File: src/rtl/ffre_ena_sched.sv
// ffre_ena_sched: round-robin scheduler for the enable/clear lines of a dffre register bank.
// One register group is granted at a time. It gets an optional one-cycle synchronous clear,
// then exactly BURST cycles of load enable, then GAP idle cycles before re-arbitration.
// Build option: define FFRE_SCHED_PRIO_EN to add a 'prio' input. A group whose req and
// prio bits are both set wins ahead of round robin, with the lowest such index chosen;
// a priority grant leaves the round-robin pointer untouched.
//
// Handshake: req/clr_req are levels sampled only while the FSM is idle. A grant is
// announced one cycle later on gnt and held until the burst ends. done pulses for one
// cycle after the last enable cycle. Requests cannot be withdrawn mid-burst; changes to
// req/clr_req outside IDLE are ignored.
//
// Vector ports use [0:NREQ-1] ordering, so bit i of every vector belongs to group i.
module ffre_ena_sched #(
    parameter int NREQ  = 5,
    parameter int BURST = 4,
    parameter int GAP   = 1,
    parameter int CW    = 8
) (
    input  logic            clk,
    input  logic            clr,
    input  logic [0:NREQ-1] req,
    input  logic [0:NREQ-1] clr_req,
`ifdef FFRE_SCHED_PRIO_EN
    input  logic [0:NREQ-1] prio,
`endif
    output logic [0:NREQ-1] gnt,
    output logic [0:NREQ-1] ena,
    output logic [0:NREQ-1] grp_clr,
    output logic [0:NREQ-1] done,
    output logic            busy,
    output logic [1:0]      dbg_state
);

    // Pointer/winner width; a single requester still needs one bit.
    localparam int PW  = (NREQ > 1) ? $clog2(NREQ) : 1;
    localparam int PW1 = PW + 1;

    // A burst length of 0 behaves like 1 so every grant produces at least one enable.
    localparam int BURST_EFF = (BURST < 1) ? 1 : BURST;
    localparam logic [CW-1:0] BURST_LD = CW'(BURST_EFF - 1);
    localparam logic [CW-1:0] GAP_LD   = CW'((GAP > 0) ? (GAP - 1) : 0);

    typedef enum logic [1:0] {
        S_IDLE  = 2'd0,
        S_CLEAR = 2'd1,
        S_LOAD  = 2'd2,
        S_GAP   = 2'd3
    } state_t;

    state_t          state;
    logic [PW-1:0]   ptr;
    logic [PW-1:0]   win_q;
    logic [CW-1:0]   cnt;

    logic [PW-1:0]   rr_win;
    logic            rr_hit;
    logic [PW-1:0]   pr_win;
    logic            pr_hit;
    logic [PW-1:0]   win;
    logic [PW-1:0]   ptr_nxt;
    logic [PW:0]     scan;

    assign dbg_state = state;

    // One-hot decode of a group index.
    function automatic logic [0:NREQ-1] onehot(input logic [PW-1:0] idx);
        logic [0:NREQ-1] o;
        o      = '0;
        o[idx] = 1'b1;
        return o;
    endfunction

    // Round-robin search: first set req at or after ptr, wrapping at NREQ.
    always_comb begin
        rr_hit = 1'b0;
        rr_win = '0;
        scan   = '0;
        for (int k = 0; k < NREQ; k++) begin
            scan = {1'b0, ptr} + PW1'(k);
            if (scan >= PW1'(NREQ)) begin
                scan = scan - PW1'(NREQ);
            end
            if (!rr_hit && req[scan[PW-1:0]]) begin
                rr_hit = 1'b1;
                rr_win = scan[PW-1:0];
            end
        end
    end

`ifdef FFRE_SCHED_PRIO_EN
    // Priority search: lowest index with both req and prio set.
    always_comb begin
        pr_hit = 1'b0;
        pr_win = '0;
        for (int k = NREQ - 1; k >= 0; k--) begin
            if (req[k] && prio[k]) begin
                pr_hit = 1'b1;
                pr_win = PW'(k);
            end
        end
    end
`else
    // Without the priority option nothing ever overrides round robin.
    always_comb begin
        pr_hit = 1'b0;
        pr_win = '0;
    end
`endif

    // Final winner selection and the pointer value that follows a round-robin grant.
    always_comb begin
        win     = pr_hit ? pr_win : rr_win;
        ptr_nxt = (rr_win == PW'(NREQ - 1)) ? '0 : (rr_win + PW'(1));
    end

    // Scheduler FSM; every output is a register written alongside the state.
    always_ff @(posedge clk or posedge clr) begin
        if (clr) begin
            state   <= S_IDLE;
            ptr     <= '0;
            win_q   <= '0;
            cnt     <= '0;
            gnt     <= '0;
            ena     <= '0;
            grp_clr <= '0;
            done    <= '0;
            busy    <= 1'b0;
        end else begin
            case (state)
                S_IDLE: begin
                    done    <= '0;
                    grp_clr <= '0;
                    ena     <= '0;
                    if (|req) begin
                        win_q <= win;
                        gnt   <= onehot(win);
                        busy  <= 1'b1;
                        // A priority grant must not disturb the round-robin order.
                        if (!pr_hit) begin
                            ptr <= ptr_nxt;
                        end
                        if (clr_req[win]) begin
                            state   <= S_CLEAR;
                            grp_clr <= onehot(win);
                        end else begin
                            state <= S_LOAD;
                            ena   <= onehot(win);
                            cnt   <= BURST_LD;
                        end
                    end else begin
                        gnt  <= '0;
                        busy <= 1'b0;
                    end
                end

                S_CLEAR: begin
                    // The clear pulse lasts exactly one cycle, then the burst starts.
                    grp_clr <= '0;
                    ena     <= onehot(win_q);
                    cnt     <= BURST_LD;
                    state   <= S_LOAD;
                end

                S_LOAD: begin
                    if (cnt == '0) begin
                        gnt  <= '0;
                        ena  <= '0;
                        done <= onehot(win_q);
                        if (GAP > 0) begin
                            state <= S_GAP;
                            cnt   <= GAP_LD;
                            busy  <= 1'b1;
                        end else begin
                            state <= S_IDLE;
                            busy  <= 1'b0;
                        end
                    end else begin
                        cnt <= cnt - CW'(1);
                    end
                end

                S_GAP: begin
                    // done only marks the first gap cycle.
                    done <= '0;
                    if (cnt == '0) begin
                        state <= S_IDLE;
                        busy  <= 1'b0;
                    end else begin
                        cnt <= cnt - CW'(1);
                    end
                end

                default: begin
                    state   <= S_IDLE;
                    gnt     <= '0;
                    ena     <= '0;
                    grp_clr <= '0;
                    done    <= '0;
                    busy    <= 1'b0;
                end
            endcase
        end
    end

endmodule

File: config.mk
export PLATFORM = sky130hd
export DESIGN_NAME = ffre_ena_sched
export DESIGN_NICKNAME = d
export VERILOG_FILES = /design/src/rtl/ffre_ena_sched.sv
export SDC_FILE = /design/constraint.sdc
export NUM_CORES = 1
export LEC_CHECK = 0
export BUFFER_PORTS_ARGS = -buffer_cell sky130_fd_sc_hd__buf_2
export CELL_PAD_IN_SITES_DETAIL_PLACEMENT = 1
export CELL_PAD_IN_SITES_GLOBAL_PLACEMENT = 1
export CORE_MARGIN = 4
export CORE_UTILIZATION = 40
export DETAILED_ROUTE_END_ITERATION = 8
export PLACE_DENSITY_LB_ADDON = 0.1
export SLEW_MARGIN = 20
export SYNTH_ARGS = -nofsm -noshare
export SYNTH_HDL_FRONTEND = slang
export SYNTH_SLANG_ARGS = --single-unit
File: constraint.sdc
create_clock -name clk -period 4.8 [get_ports clk]
set_input_delay 0 -clock clk [delete_from_list [all_inputs] [get_ports clk]]
set_output_delay 0 -clock clk [all_outputs]
set_load 0.02 [all_outputs]
== After elaboration in Yosys (flattened, before gate mapping) ==
Index checks and enable logic that the tools add are counted.
W data, S select, Z words.

* Flip-flop bits (word level): 37
* Input bits: 12
* Output and inout port bits: 23

* $add $sub $neg: 11
* $lt $le $gt $ge: 14
* Eq/ne operators: 9
* Mux-type cells: 62
* Bitwise logic cells: 7
* Reductions and logical operators: 26

{| class="wikitable"
|+ Operator list
! operator !! count
|-
| $mux W5 || 7
|-
| $mux W3 || 11
|-
| $mux W8 || 4
|-
| $pmux W8 S4 || 1
|-
| $pmux W5 S2 || 3
|-
| $ge A4 B4 Y1 const B || 7
|-
| $not A3 Y4 || 7
|-
| $mux W1 || 21
|-
| $bmux W1 S3 || 6
|-
| $ge A4 B3 Y1 const B || 4
|-
| $pmux W5 S3 || 1
|-
| $sub A3 B3 Y3 const B || 5
|-
| $ne A2 B2 Y1 const B || 5
|-
| $reduce_and A3 Y1 || 3
|-
| $add A3 B2 Y4 const B || 2
|-
| $logic_not A8 Y1 || 1
|-
| $lt A4 B1 Y1 const B || 2
|-
| $mux W2 || 4
|-
| $pmux W2 S4 || 1
|-
| $reduce_and A2 Y1 || 4
|-
| $sub A8 B1 Y8 const B || 1
|-
| $demux W1 S3 || 2
|-
| $logic_and A1 B1 Y1 || 6
|-
| $reduce_bool A2 Y1 || 3
|-
| other kinds (13) || 18
|}

== Logic depth before layout (Yosys ltp) ==
* Depth in word-level cells: 27
* Mapped depth: 20

== Worst setup path before layout ==
OpenSTA, ideal clock, no wires.

* Path kind: register -> register
* Start: reg ptr[0]
* End: reg ena[0] (netlist bit)
* Arrival time: 4.323 ns
* Required time: 4.718 ns
* Slack: 0.395 ns
* Cell stages (with the launch flop): 17
* Path buffers: 3
* Path through: dfrtp_1 -> buf_4 -> buf_4 -> clkinv_1 -> ha_1 -> a21o_1 -> mux4_2 -> mux2i_1 -> o22ai_1 -> or3_4 -> o41a_1 -> and3_1 -> o21a_1 -> or3_1 -> buf_2 -> or3b_1 -> a31oi_1

* Longest elaborated chain between the ends: 27

{| class="wikitable"
|+ Ends and longest elaborated chain
! element !! line !! RTL
|-
| start: declaration || 52 || <nowiki>logic [PW-1:0] ptr;</nowiki>
|-
| start signal: assignment || 141 || <nowiki>ptr <= ptr_nxt;</nowiki>
|-
| parallel branches: the longest is 18 deep, another holds $add A3 B1 Y4 || n/a ||
|-
| $mux W3 * || 84 || <nowiki>if (!rr_hit && req[scan[PW-1:0]]) begin</nowiki>
|-
| $not A3 Y4 (not written as such) * || 70, 143 ||
|-
| $ge A4 B4 Y1 (not written as such) / $lt A4 B1 Y1 (equally long branches) || 70 || <nowiki>o[idx] = 1'b1;</nowiki>
|-
| $logic_and A1 B1 Y1 (not written as such) || 70 ||
|-
| $mux W1 (not written as such) || 70 ||
|-
| $demux W1 S3 || 70 ||
|-
| $mux W5 * || 143 || <nowiki>if (clr_req[win]) begin</nowiki>
|-
| $mux W5 * || 135 || <nowiki>if (|req) begin</nowiki>
|-
| $pmux W5 S3 * || 130 || <nowiki>case (state)</nowiki>
|-
| end signal: assignment || 148 || <nowiki>ena <= onehot(win);</nowiki>
|-
| end signal: assignment || 160 || <nowiki>ena <= onehot(win_q);</nowiki>
|-
| end: declaration || 28 || <nowiki>output logic [0:NREQ-1] ena,</nowiki>
|}

Every way passes the cells marked *. The select of a mux whose other input is x is not followed.
A chain may end at the register's enable or synchronous reset.

== Worst setup path in the final report ==
Same ends and word-level chain as after synthesis.

==> results.ini <==
[worst_setup_path]
reg2reg_depth = 13
cp-start-kind = flip-flop
r2r_slack_ps = 320
critical_path.max_fanout = 25
regToRegStartpoint = ptr[0]
cp_data_required_time_ps = 5010
cp-end-kind = flip-flop
critPathKind = reg2reg
regToRegEndpoint = ena[0]
crit_arrival_ps = 4690

[finish]
antenna_cells = 0
layout-drive-gt1-share_pct = 19.1
utilization_pct = 47.5
n_fill_cell = 920
area.growth.synth_to_final_pct = 14.7
multi_input_area_um2 = 1940
nNetsFinal = 426
seq_area_um2 = 926

[synthesis]
synth_area_um2 = 3020
yosysUniqueCellTypes = 62
yosys.area_share.simple_pct = 21.3
synthAdderAreaFrac_pct = 7.29
synth.area.mux_share_pct = 9.77
synth_seq_area_share_pct = 30.6
synth-main-ff-cell = dfrtp_1
syn_avg_cell_area_um2 = 8.44
synth_edf_count = 0
synth_top_family_by_area = compound AO/OA/AOI/OAI gates
synth_compound_area_share_pct = 24.8
synthesis.nets = 387
synth_xor_area_share_pct = 1.16
synth-warning-count = 0
synth-async-reset-ratio_pct = 100
synth-seq-cells = 37
syn_inst = 358

[sta]
fmax_mhz = 223
relSlewSlack_pct = 55.7
fin_crit_sh_pct = 93.2
hold_violations = 0
finalWorstSetupSlack_ps = 325
fin_setup_tns_ps = 0
rsz0062_at_grt = false
fin_crit_ps = 4480
finClkSkew_ps = 9.05
worst_pin_slew_ps = 659
slew_violations = 0
finalSetupViolCount = 0

[global_routing]
busiest_layer = met2
grt_usage_pct = 20.8
use_met1_pct = 29.9
grt_max_degree = 38
overflow = 0
grt_util_met3_pct = 3.03
antenna_found_initial = 0
grt_first_pass_wirelength_um = 14600
met2_usage_pct = 32.6
grt_pass1_vias = 2852

[routing]
wirelength_um = 8790
vias_per_cell = 5.78
detail_route.wl_per_cell_um = 17.7
postRouteAntennaNets = 0
dr.pass1.iters = 4
route.vias.total = 2872
drc = 0
drt_iter0_drc = 78

[clocking]
htreeDepth = 2
cts_tree = yes
insertion_delay_ps = 290
cts_num_sinks = 37
clk_pin_slew_worst_paths_ps = 80
cts_root_buffer = clkbuf_8
cts_made_buffers = 5
post_cts_buffers = 0
max-clock-path-buffers = 2
cts.repair.resized = 0

[worst_hold_path]
hold_path.class = in2reg
min_path_cells = 5
min_from = clr_req[3]
min_to = grp_clr[3]

[power_and_ir_drop]
ir_drop_mv = 0.133
p_total_mw = 0.656
p_leak_nw = 1.53
p_per_area_nw_per_um2 = 189

[job]
drv_cap = 0

[placement]
place_hpwl_um = 6790
gp_congestion = 0.910
io_buffers = 34
dpl_worst_slack_ps = 377

[floorplanning]
start_util_pct = 41.4
core_um2 = 7290
die_y_um = 94.9
die_w_um = 94.9
io_pins = 35
num_rows = 31
dieArea_um2 = 9010

[status]
outcome = complete, no violations

[metrics by stage]
step	instance area [µm²]	hold slack (ps)	instances
6_report	3470	67.0	497
5_1_grt	3470	120	497
4_1_cts	3470	74.3	497
3_5_place_dp	3340	156	488
3_3_place_gp	3340	143	488
2_1_floorplan	3020	180	358
[registers in the layout, summed over array words and instances, names as in the netlist]
register and flops:
grp_clr 5, cnt 8, win_q 3, ptr 3
done 5, busy 1, dbg_state 2, ena 5
gnt 5
[cell usage in the layout (no fill, tap or decap), types with 3 or more instances in the layout]
cell and count:
a211oi_1 5, a21o_1 3, a21oi_1 26, a221oi_1 3, a22o_1 3, a31oi_1 3
and2_1 5, buf_2 34, buf_4 15, clkbuf_8 6, dfrtp_1 37, ha_1 16
inv_1 16, mux2_2 10, mux2i_1 7, mux4_2 5, nand2_1 37, nand2b_1 4
nand3_1 11, nand4_1 5, nor2_1 32, nor2b_1 6, nor3_1 8, nor3b_1 3
nor4_1 3, o21a_1 6, o21ai_0 27, o22ai_1 4, o2bb2ai_1 3, o311ai_1 3
or3_1 6, xnor2_1 4
[critical path, cell delays in order (launching register included)]
cell and delay [ps]:
dfrtp_1 400, buf_4 250, ha_1 310, a221oi_1 510
mux2_2 420, nand2_1 130, nand2b_1 100, or3_4 350
o41a_1 450, and3_1 200, o21a_1 200, or3_1 540
or3b_1 400, a31oi_1 160
[cell type report]
type | instances | share of cell area, %
Multi-Input combinational cell | 286 | 56.1
Sequential cell | 37 | 26.7
Timing Repair Buffer | 50 | 8.44
Tap cell | 99 | 3.57
Clock buffer | 7 | 2.49
Inverter | 17 | 1.84
Clock inverter | 1 | 0.866
[routing by layer]
metal	vias to the layer above	wire [µm]
met4	0	118
met2	35	4120
li1	1399	-
met1	1426	4340
met5	-	0
met3	12	215
[logic make-up (layout without fill, tap and decap cells)]
kind of cell / Yosys count / after routing
DFF: 37 / 37
adders and majority gates: 17 / 17
and+or+nand+nor: 131 / 131
AOI/OAI and AO/OA: 112 / 112
muxes: 22 / 22
buffers and inverters: 35 / 75
xor gates and xnor gates: 4 / 4
[repair_timing]
action	4_1_cts	5_1_grt
setup endpoints to repair	0	0
hold buffers	1	0
endpoints found under the hold margin	37	0
[cell usage after synthesis (5+ instances only)]
library cell / instances / area, µm²
nor2_1: 32 / 120
or3_1: 6 / 37.5
mux4_2: 5 / 113
and2_1: 5 / 31.3
dfrtp_1: 37 / 926
ha_1: 16 / 200
nor3_1: 8 / 40.0
o21a_1: 6 / 45.0
clkbuf_1: 9 / 33.8
mux2i_1: 7 / 70.1
nand3_1: 11 / 55.1
inv_1: 16 / 60.1
a21oi_1: 26 / 130
a211oi_1: 5 / 37.5
o21ai_0: 27 / 135
nand2_1: 37 / 139
nand4_1: 5 / 31.3
nor2b_1: 6 / 37.5
mux2_2: 10 / 113
[worst max path at each step]
stage,from,end,slack (ps),cells past startpoint
2_1_floorplan,ptr[0],ena[0],390,16
3_3_place_gp,ptr[0],ena[0],440,13
3_5_place_dp,ptr[0],ena[0],380,13
4_1_cts,ptr[0],ena[0],320,13
5_1_grt,ptr[0],ena[0],150,14
6_report,ptr[0],ena[0],320,13
[power by group]
part | internal [mW] | switching, mW
Combinational | 0.0223 | 0.0391
Sequential | 0.311 | 0
Clock | 0.170 | 0.114
Total | 0.503 | 0.153
Note: power is estimated with default switching activity, not from simulation.
